**src/rtl/id_inst_buffer_if.sv**
```systemverilog
// Fetch-to-decode instruction handshake bundle.
// The buffer takes the slave view; the fetch/decode side takes the master view.
interface id_inst_buffer_if #(
    parameter int PC_W   = 32,
    parameter int INST_W = 32
);
    logic              in_valid;
    logic [PC_W-1:0]   in_pc;
    logic [INST_W-1:0] in_inst;
    logic              in_ready;
    logic              out_valid;
    logic [PC_W-1:0]   out_pc;
    logic [INST_W-1:0] out_inst;
    logic              out_ready;

    modport master (
        output in_valid, in_pc, in_inst, out_ready,
        input  in_ready, out_valid, out_pc, out_inst
    );

    modport slave (
        input  in_valid, in_pc, in_inst, out_ready,
        output in_ready, out_valid, out_pc, out_inst
    );
endinterface

```
**src/rtl/id_inst_buffer.sv**
```systemverilog
// Instruction queue between fetch and decode. It is a strict FIFO with no
// bypass. On a branch redirect it can keep the delay-slot instruction, and it
// counts the cycles in which decode holds back a valid head entry.
module id_inst_buffer #(
    parameter int DEPTH   = 4,
    parameter int PC_W    = 32,
    parameter int INST_W  = 32,
    parameter int KEEP_DS = 1,
    parameter int CNT_W   = 16
) (
    input  logic                     clk,
    input  logic                     rst,
    id_inst_buffer_if.slave          bus,
    input  logic                     flush,
    output logic [$clog2(DEPTH):0]   count,
    output logic                     ds_wait,
    output logic [CNT_W-1:0]         stall_cnt
);
    localparam int PTR_W = $clog2(DEPTH);
    localparam int CW    = PTR_W + 1;

    typedef enum logic {NORMAL = 1'b0, DS_WAIT = 1'b1} state_t;

    state_t            state;
    logic [PTR_W-1:0]  rd_ptr;
    logic [PTR_W-1:0]  wr_ptr;
    logic [PC_W-1:0]   mem_pc   [DEPTH];
    logic [INST_W-1:0] mem_inst [DEPTH];

    logic              enq;
    logic              deq;
    logic              flush_n;
    logic              mem_we;
    logic [PTR_W-1:0]  rd_adv;
    logic [CW-1:0]     rem;

    // Saturating increment: the counter sticks at all-ones.
    function automatic logic [CNT_W-1:0] sat_inc(input logic [CNT_W-1:0] v);
        return (v == '1) ? v : v + 1'b1;
    endfunction

    // Handshake decode, pointer look-ahead and head presentation.
    always_comb begin
        bus.in_ready  = (count != CW'(DEPTH));
        bus.out_valid = (count != '0);
        bus.out_pc    = bus.out_valid ? mem_pc[rd_ptr]   : '0;
        bus.out_inst  = bus.out_valid ? mem_inst[rd_ptr] : '0;
        enq     = bus.in_valid & bus.in_ready;
        deq     = bus.out_valid & bus.out_ready;
        flush_n = flush & (state == NORMAL);
        rd_adv  = rd_ptr + PTR_W'(deq);
        rem     = count - CW'(deq);
        // A redirect drops the incoming word. The exception is a delay slot
        // that arrives when nothing older is left to serve as the delay slot.
        mem_we  = enq & (~flush_n | ((KEEP_DS != 0) & (rem == '0)));
    end

    assign ds_wait = (state == DS_WAIT);

    // Queue storage: data only, no reset needed since count gates visibility.
    always_ff @(posedge clk) begin
        if (mem_we) begin
            mem_pc[wr_ptr]   <= bus.in_pc;
            mem_inst[wr_ptr] <= bus.in_inst;
        end
    end

    // Control: pointers, occupancy, redirect state machine and stall counter.
    always_ff @(posedge clk) begin
        if (rst) begin
            state     <= NORMAL;
            rd_ptr    <= '0;
            wr_ptr    <= '0;
            count     <= '0;
            stall_cnt <= '0;
        end else begin
            if (bus.out_valid & ~bus.out_ready)
                stall_cnt <= sat_inc(stall_cnt);
            rd_ptr <= rd_adv;
            if (flush_n) begin
                if (KEEP_DS == 0) begin
                    wr_ptr <= rd_adv;
                    count  <= '0;
                end else if (rem != '0) begin
                    // The oldest surviving entry is the delay slot; drop the rest.
                    wr_ptr <= rd_adv + PTR_W'(1);
                    count  <= CW'(1);
                end else if (enq) begin
                    // Queue drained this cycle; the arriving word is the delay slot.
                    wr_ptr <= wr_ptr + PTR_W'(1);
                    count  <= CW'(1);
                end else begin
                    // Nothing left yet: hold for the delay slot still in flight.
                    count  <= '0;
                    state  <= DS_WAIT;
                end
            end else begin
                if (enq)
                    wr_ptr <= wr_ptr + PTR_W'(1);
                count <= count + CW'(enq) - CW'(deq);
                if ((state == DS_WAIT) && enq)
                    state <= NORMAL;
            end
        end
    end
endmodule
```
**src/flat_wrapper.sv**
```systemverilog
// flat-port wrapper written by rule: the top's interface ports become plain ports
module id_inst_buffer_flat 
#(
    parameter int DEPTH   = 4,
    parameter int PC_W    = 32,
    parameter int INST_W  = 32,
    parameter int KEEP_DS = 1,
    parameter int CNT_W   = 16
)
  (clk, rst, flush, count, ds_wait, stall_cnt, bus_in_valid, bus_in_pc, bus_in_inst, bus_out_ready, bus_in_ready, bus_out_valid, bus_out_pc, bus_out_inst);
  id_inst_buffer_if #(.PC_W(PC_W), .INST_W(INST_W)) bus_i ();
  input  logic clk;
  input  logic rst;
  input  logic flush;
  output logic [$clog2(DEPTH):0] count;
  output logic ds_wait;
  output logic [CNT_W-1:0] stall_cnt;
  input wire logic [$bits(bus_i.in_valid)-1:0] bus_in_valid;
  input wire logic [$bits(bus_i.in_pc)-1:0] bus_in_pc;
  input wire logic [$bits(bus_i.in_inst)-1:0] bus_in_inst;
  input wire logic [$bits(bus_i.out_ready)-1:0] bus_out_ready;
  output wire logic [$bits(bus_i.in_ready)-1:0] bus_in_ready;
  output wire logic [$bits(bus_i.out_valid)-1:0] bus_out_valid;
  output wire logic [$bits(bus_i.out_pc)-1:0] bus_out_pc;
  output wire logic [$bits(bus_i.out_inst)-1:0] bus_out_inst;
  assign bus_i.in_valid = bus_in_valid;
  assign bus_i.in_pc = bus_in_pc;
  assign bus_i.in_inst = bus_in_inst;
  assign bus_i.out_ready = bus_out_ready;
  assign bus_in_ready = bus_i.in_ready;
  assign bus_out_valid = bus_i.out_valid;
  assign bus_out_pc = bus_i.out_pc;
  assign bus_out_inst = bus_i.out_inst;
  id_inst_buffer #(.DEPTH(DEPTH), .PC_W(PC_W), .INST_W(INST_W), .KEEP_DS(KEEP_DS), .CNT_W(CNT_W)) u_core (.clk(clk), .rst(rst), .bus(bus_i), .flush(flush), .count(count), .ds_wait(ds_wait), .stall_cnt(stall_cnt));
endmodule
```
**config.mk**
```make
export PLATFORM = sky130hd
export DESIGN_NAME = id_inst_buffer_flat
export DESIGN_NICKNAME = d
export VERILOG_FILES = /design/src/rtl/id_inst_buffer_if.sv /design/src/rtl/id_inst_buffer.sv /design/src/flat_wrapper.sv
export SDC_FILE = /design/constraint.sdc
export NUM_CORES = 1
export LEC_CHECK = 0
export ABC_AREA = 1
export BUFFER_PORTS_ARGS = -buffer_cell sky130_fd_sc_hd__buf_2
export CORE_MARGIN = 2
export CORE_UTILIZATION = 40
export CTS_CLUSTER_SIZE = 14
export DETAILED_ROUTE_END_ITERATION = 7
export PLACE_DENSITY = 0.71
export SYNTH_ARGS = -nofsm -noshare
export SYNTH_HDL_FRONTEND = slang
export SYNTH_SLANG_ARGS = --single-unit
```
**constraint.sdc**
```tcl
create_clock -name clk -period 4.7 [get_ports clk]
set_input_delay 0.47 -clock clk [delete_from_list [all_inputs] [get_ports clk]]
set_output_delay 0.47 -clock clk [all_outputs]
set_load 0.005 [all_outputs]
```
# Word-level counts from Yosys, hierarchy flattened
# Memories as Yosys holds them, arrays and structs flattened. A register that Yosys moved wholly into a read port is not among the register bits.
# Cells that the tools add are included.
# totals
memories	2
out_inout_bits	86
inputBits	69
reg_bits	24
ram_bits	256
wordCells	51
# memory_table
name	depth	width	read_ports	rd_clocked_by_memory_dff	write_ports	line_no	text
u_core.mem_inst	4	32	1	1	1	id_inst_buffer.sv:28	logic [INST_W-1:0] mem_inst [DEPTH];
u_core.mem_pc	4	32	1	1	1	id_inst_buffer.sv:27	logic [PC_W-1:0] mem_pc [DEPTH];
# op_classes
reduce_logical	7
eq_ne	4
n_mux	16
addsub	7
n_bitwise	10
# ops
cell	n
2-to-1 mux 32 bit	2
adder 16 x 1 -> 16 bit, second input constant	1
equality test 16 bit, second input constant	1
2-to-1 mux 2 bit	5
2-to-1 mux 1 bit	7
2-to-1 mux 3 bit	2
nonzero test 3 bit	2
subtractor 3 x 1 -> 3 bit	2
AND 1 bit	5
adder 2 x 1 -> 2 bit, second input constant	2
!= test 2 bit, second input constant	2
inverter 1 bit	4
adder 3 x 1 -> 3 bit	1
zero test 3 bit	1
!= test 3 bit, second input constant	1
AND reduction 3 bit	1
adder 2 x 1 -> 2 bit	1
AND reduction 2 bit	1
nonzero test 2 bit	1
logical AND 1 bit	1
bitwise OR 1 bit	1

# Logic depth before layout (Yosys ltp)
# logic_depth
ltp_word	8
mapped_depth	14
ltp_nobuf	14

# Worst setup path before layout
# Ideal clock, no wire load.
# synth_timing
path_type	register to register
from	register u_core.count[1]
to	memory u_core.mem_inst[0][0], enable pin
stages_incl_launch_ff	14
path_buffers	0
synth_period_minus_slack_ns	4.604
t_arrival_ns	4.118
setup_slack_ns	0.096
cell_sequence	dfxtp_1 > inv_1 > nand2_4 > nand3_1 > inv_1 > ha_1 > inv_1 > nand2_1 > nand2_1 > nor2_1 > nand3_1 > nand2_1 > nand2_1 > nor2_1
# synth_between
elab_chain_len	8
elab_cells_between_ends	10
# synth_lines
item	line_no	text
start: declaration	id_inst_buffer.sv:15	output logic [$clog2(DEPTH):0] count,
start signal: assignment	id_inst_buffer.sv:100	count <= count + CW'(enq) - CW'(deq);
nonzero test 3 bit	id_inst_buffer.sv:45	bus.out_valid = (count != '0);
via bus_out_valid	flat_wrapper.sv:23	output wire logic [$bits(bus_i.out_valid)-1:0] bus_out_valid;
AND 1 bit	id_inst_buffer.sv:49	deq = bus.out_valid & bus.out_ready;
subtractor 3 x 1 -> 3 bit	id_inst_buffer.sv:52	rem = count - CW'(deq);
zero test 3 bit	id_inst_buffer.sv:55	mem_we = enq & (~flush_n | ((KEEP_DS != 0) & (rem == '0)));
bitwise OR 1 bit	id_inst_buffer.sv:55	
AND 1 bit	id_inst_buffer.sv:55	
2-to-1 mux 1 bit	id_inst_buffer.sv:62	if (mem_we) begin
2-to-1 mux 1 bit (not written as such)	id_inst_buffer.sv:64	mem_inst[wr_ptr] <= bus.in_inst;
end: declaration	id_inst_buffer.sv:28	
# The timed path passes the listed nets, and every way through them passes these cells.

==> impl_metrics.py <==
metrics = {
    "outcome": {
        "status": "finished, final reports clean",
    },
    "sta": {
        "fmax_mhz": 302,
        "slew_violations": 0,
        "setup_tns_ns": 0,
        "relSlewSlack_pct": 22.2,
        "layout_min_cycle_time_ns": 3.31,
        "grt_setup_unrepaired": "false",
        "finalSetupViolCount": 0,
        "setup_slack_ns": 1.39,
        "worst_pin_slew_ns": 1.17,
        "finClkSkew_ns": 0.0147,
        "hold_viol_final": 0,
        "finalCritPeriodShare_pct": 70.4,
    },
    "synthesis": {
        "postSynthCellCount": 991,
        "synth_top_area_share_pct": 67.5,
        "synth-edff-count": 256,
        "synthTopCellsByArea": "edfxtp_1 68%, nor2_1 9.7%, o21ai_0 5.9%",
        "ys_seq_elements": 280,
        "synthesis.nets": 1069,
        "yosys.area.top_type": "edfxtp_1",
        "async_flop_share_pct": 0,
        "synth-seq-area-share_pct": 71.7,
        "yosysWarningCount": 0,
        "synth_flop_cell": "edfxtp_1",
        "netlist_area_um2": 11400,
        "syn_area_per_cell_um2": 11.5,
        "synth.distinct_cells": 28,
    },
    "cells_and_area": {
        "area_growth_pct": 17.7,
        "nNetsFinal": 1212,
        "layout.cells.non_filler": 1537,
        "final_layout_size_suffix_gt1_share_pct": 19.4,
    },
    "routing": {
        "firstDrtPassIters": 5,
        "drtIter0Drc": 491,
        "route.antenna.remaining_nets": 0,
        "wl_mm": 25.6,
        "drc": 0,
        "via_per_inst": 5.04,
        "wire_per_inst_um": 16.6,
        "vias": 7742,
    },
    "floorplanning": {
        "die_area_um2": 29800,
        "io_pins": 155,
        "start_util_pct": 40.8,
        "fp.dieW_um": 173,
        "core_um2": 27900,
        "row_count": 61,
        "fp.dieH_um": 173,
    },
    "power_and_ir_drop": {
        "pwr-share-clk_pct": 31.4,
        "p_per_area_nw_per_um2": 498,
        "p_comb_share_pct": 20.6,
        "swShare_pct": 29.5,
        "p_switching_uw": 1970,
        "power_frac_seq_pct": 47.9,
        "peakVddDrop_v": 0.000320,
        "p_int_uw": 4710,
        "leakagePower_uw": 0.00488,
    },
    "clock_network": {
        "clock-sinks": 280,
        "post_cts_resized": 0,
        "clkLatencyLatePin_ns": 0.55,
        "cts_root_buf": "clkbuf_16",
        "holdBufCountCts": 0,
        "cts_buffer_depth": 3,
        "path_clk_slew_ns": 0.06,
        "cts_buffers": 29,
        "post-cts-setup-buffer-count": 0,
        "h-tree-depth": 1,
        "cts_tree": "yes",
    },
    "placement": {
        "placed_cells": 1481,
        "gp_congestion": 0.829,
        "dpl_worst_slack_ns": 1.63,
        "port_buffers": 154,
        "dpl.hpwl_mm": 14.3,
    },
    "flow_run": {
        "maxCapViolations": 0,
    },
    "grt": {
        "grt_max_degree": 97,
        "antenna_found_initial": 5,
        "overflow": 0,
        "first_global_vias": 7433,
        "grt_usage_pct": 16.5,
        "grt_pass1_wl_mm": 39.3,
    },
    "worst_setup_path": {
        "arrival_ns": 2.84,
        "cp-start-kind": "flip-flop",
        "cp-end-kind": "output port",
        "required_ns": 4.23,
        "worstSetupPathType": "flip-flop to output port",
        "critPathMaxFanout": 96,
    },
    "worst_hold_path": {
        "hp-class": "primary input to flip-flop",
    },
}
## area by class of cell
| class | instances | area, um^2 |
|---|---|---|
| antenna | 3 | 7.51 |
| fill | 2492 | 14500 |
| clock buffer | 37 | 756 |
| inverter | 34 | 131 |
| timing repair buffer | 165 | 878 |
| clock inverter | 16 | 111 |
| tap | 378 | 473 |
| sequential | 280 | 8170 |
| multi-input combinational | 624 | 2870 |
## cells in the final DEF (no fill, tap or decap), types with 3 or more instances in the layout
cell,instances
nor2_4,5
nand4_1,3
nor2_1,290
nand3_1,16
diode_2,3
dfxtp_1,22
a21oi_1,80
xnor2_1,5
clkinv_1,5
clkbuf_16,29
buf_4,9
clkbuf_1,8
edfxtp_1,256
xor2_1,4
ha_1,8
nand2_4,3
inv_1,31
clkinv_2,7
o21ai_1,3
o21ai_0,135
nand2_1,63
buf_2,154
## final timing paths
| kind | startpoint | end | slack (ns) | cells after the start |
|---|---|---|---|---|
| min | bus_in_pc[7] | u_core.mem_pc[0][7] | 0.14 | 1 |
| min reg2reg | u_core.stall_cnt[3] | u_core.stall_cnt[3] | 0.49 | 2 |
| max reg2reg | u_core.count[1] | u_core.mem_inst[3][0] | 1.69 | 14 |
| max | u_core.rd_ptr[0] | bus_out_inst[18] | 1.39 | 6 |
## kinds of logic (layout without fill, tap and decap cells)
kind of cell | Yosys count | after routing | synth area share (%)
AND/OR/NAND/NOR | 388 | 388 | 13.6
flip-flops | 280 | 280 | 71.7
AO/OA/AOI/OAI | 218 | 218 | 9.58
buffers and inverters | 87 | 252 | 3.29
adder cells (fa/ha/maj) | 9 | 9 | 1.05
XOR/XNOR | 9 | 9 | 0.692
other | 0 | 3 | 0
## through the flow
step	power (uW)	hold WS (ns)	instance area (um^2)	util, %
2_1_floorplan	4090	0.462	11400	-
4_1_cts	6760	0.112	13400	48.0
3_3_place_gp	4620	0.475	12500	44.9
3_5_place_dp	4650	0.481	12500	44.9
5_1_grt	7040	0.115	13400	48.0
6_report	6680	0.136	13400	48.0
## flip-flops by register name, indices dropped and copies added, names as in the netlist
register,count
u_core.wr_ptr,2
u_core.count,3
u_core.stall_cnt,16
u_core.rd_ptr,2
u_core.mem_pc,128
u_core.mem_inst,128
u_core.ds_wait,1
## worst max-delay path: stages (launching register included)
cell and delay (ns):
dfxtp_4 1.05, buf_4 0.51, nor2_1 0.09, nor2_1 0.10, o21ai_0 0.10, a21oi_1 0.26
buf_2 0.16
## Yosys cell counts, types with 5 or more instances
library cell and n:
nand3_1 16, ha_1 8, buf_1 7, o21ai_0 135
inv_1 31, edfxtp_1 256, dfxtp_1 24, buf_2 24
a21oi_1 80, nand2_1 63, nor2_1 294, clkbuf_1 20
xnor2_1 5
## power by group through the flow
stage	sequential, uW	combinational (uW)	clock, uW
after global routing	3230	1550	2260
after global placement	3240	1370	0
final	3200	1380	2100
after detailed placement	3260	1400	0
after CTS	3200	1400	2160
after floorplan	3200	884	0
## routing by layer
layer,wire (um),global-route usage (%),vias to the layer above
li1,-,-,3718
met4,465,5.51,4
met3,1720,2.97,41
met2,13000,29.4,261
met1,10400,20.2,3718
met5,18,0,-
(Power assumes the default switching activity.)
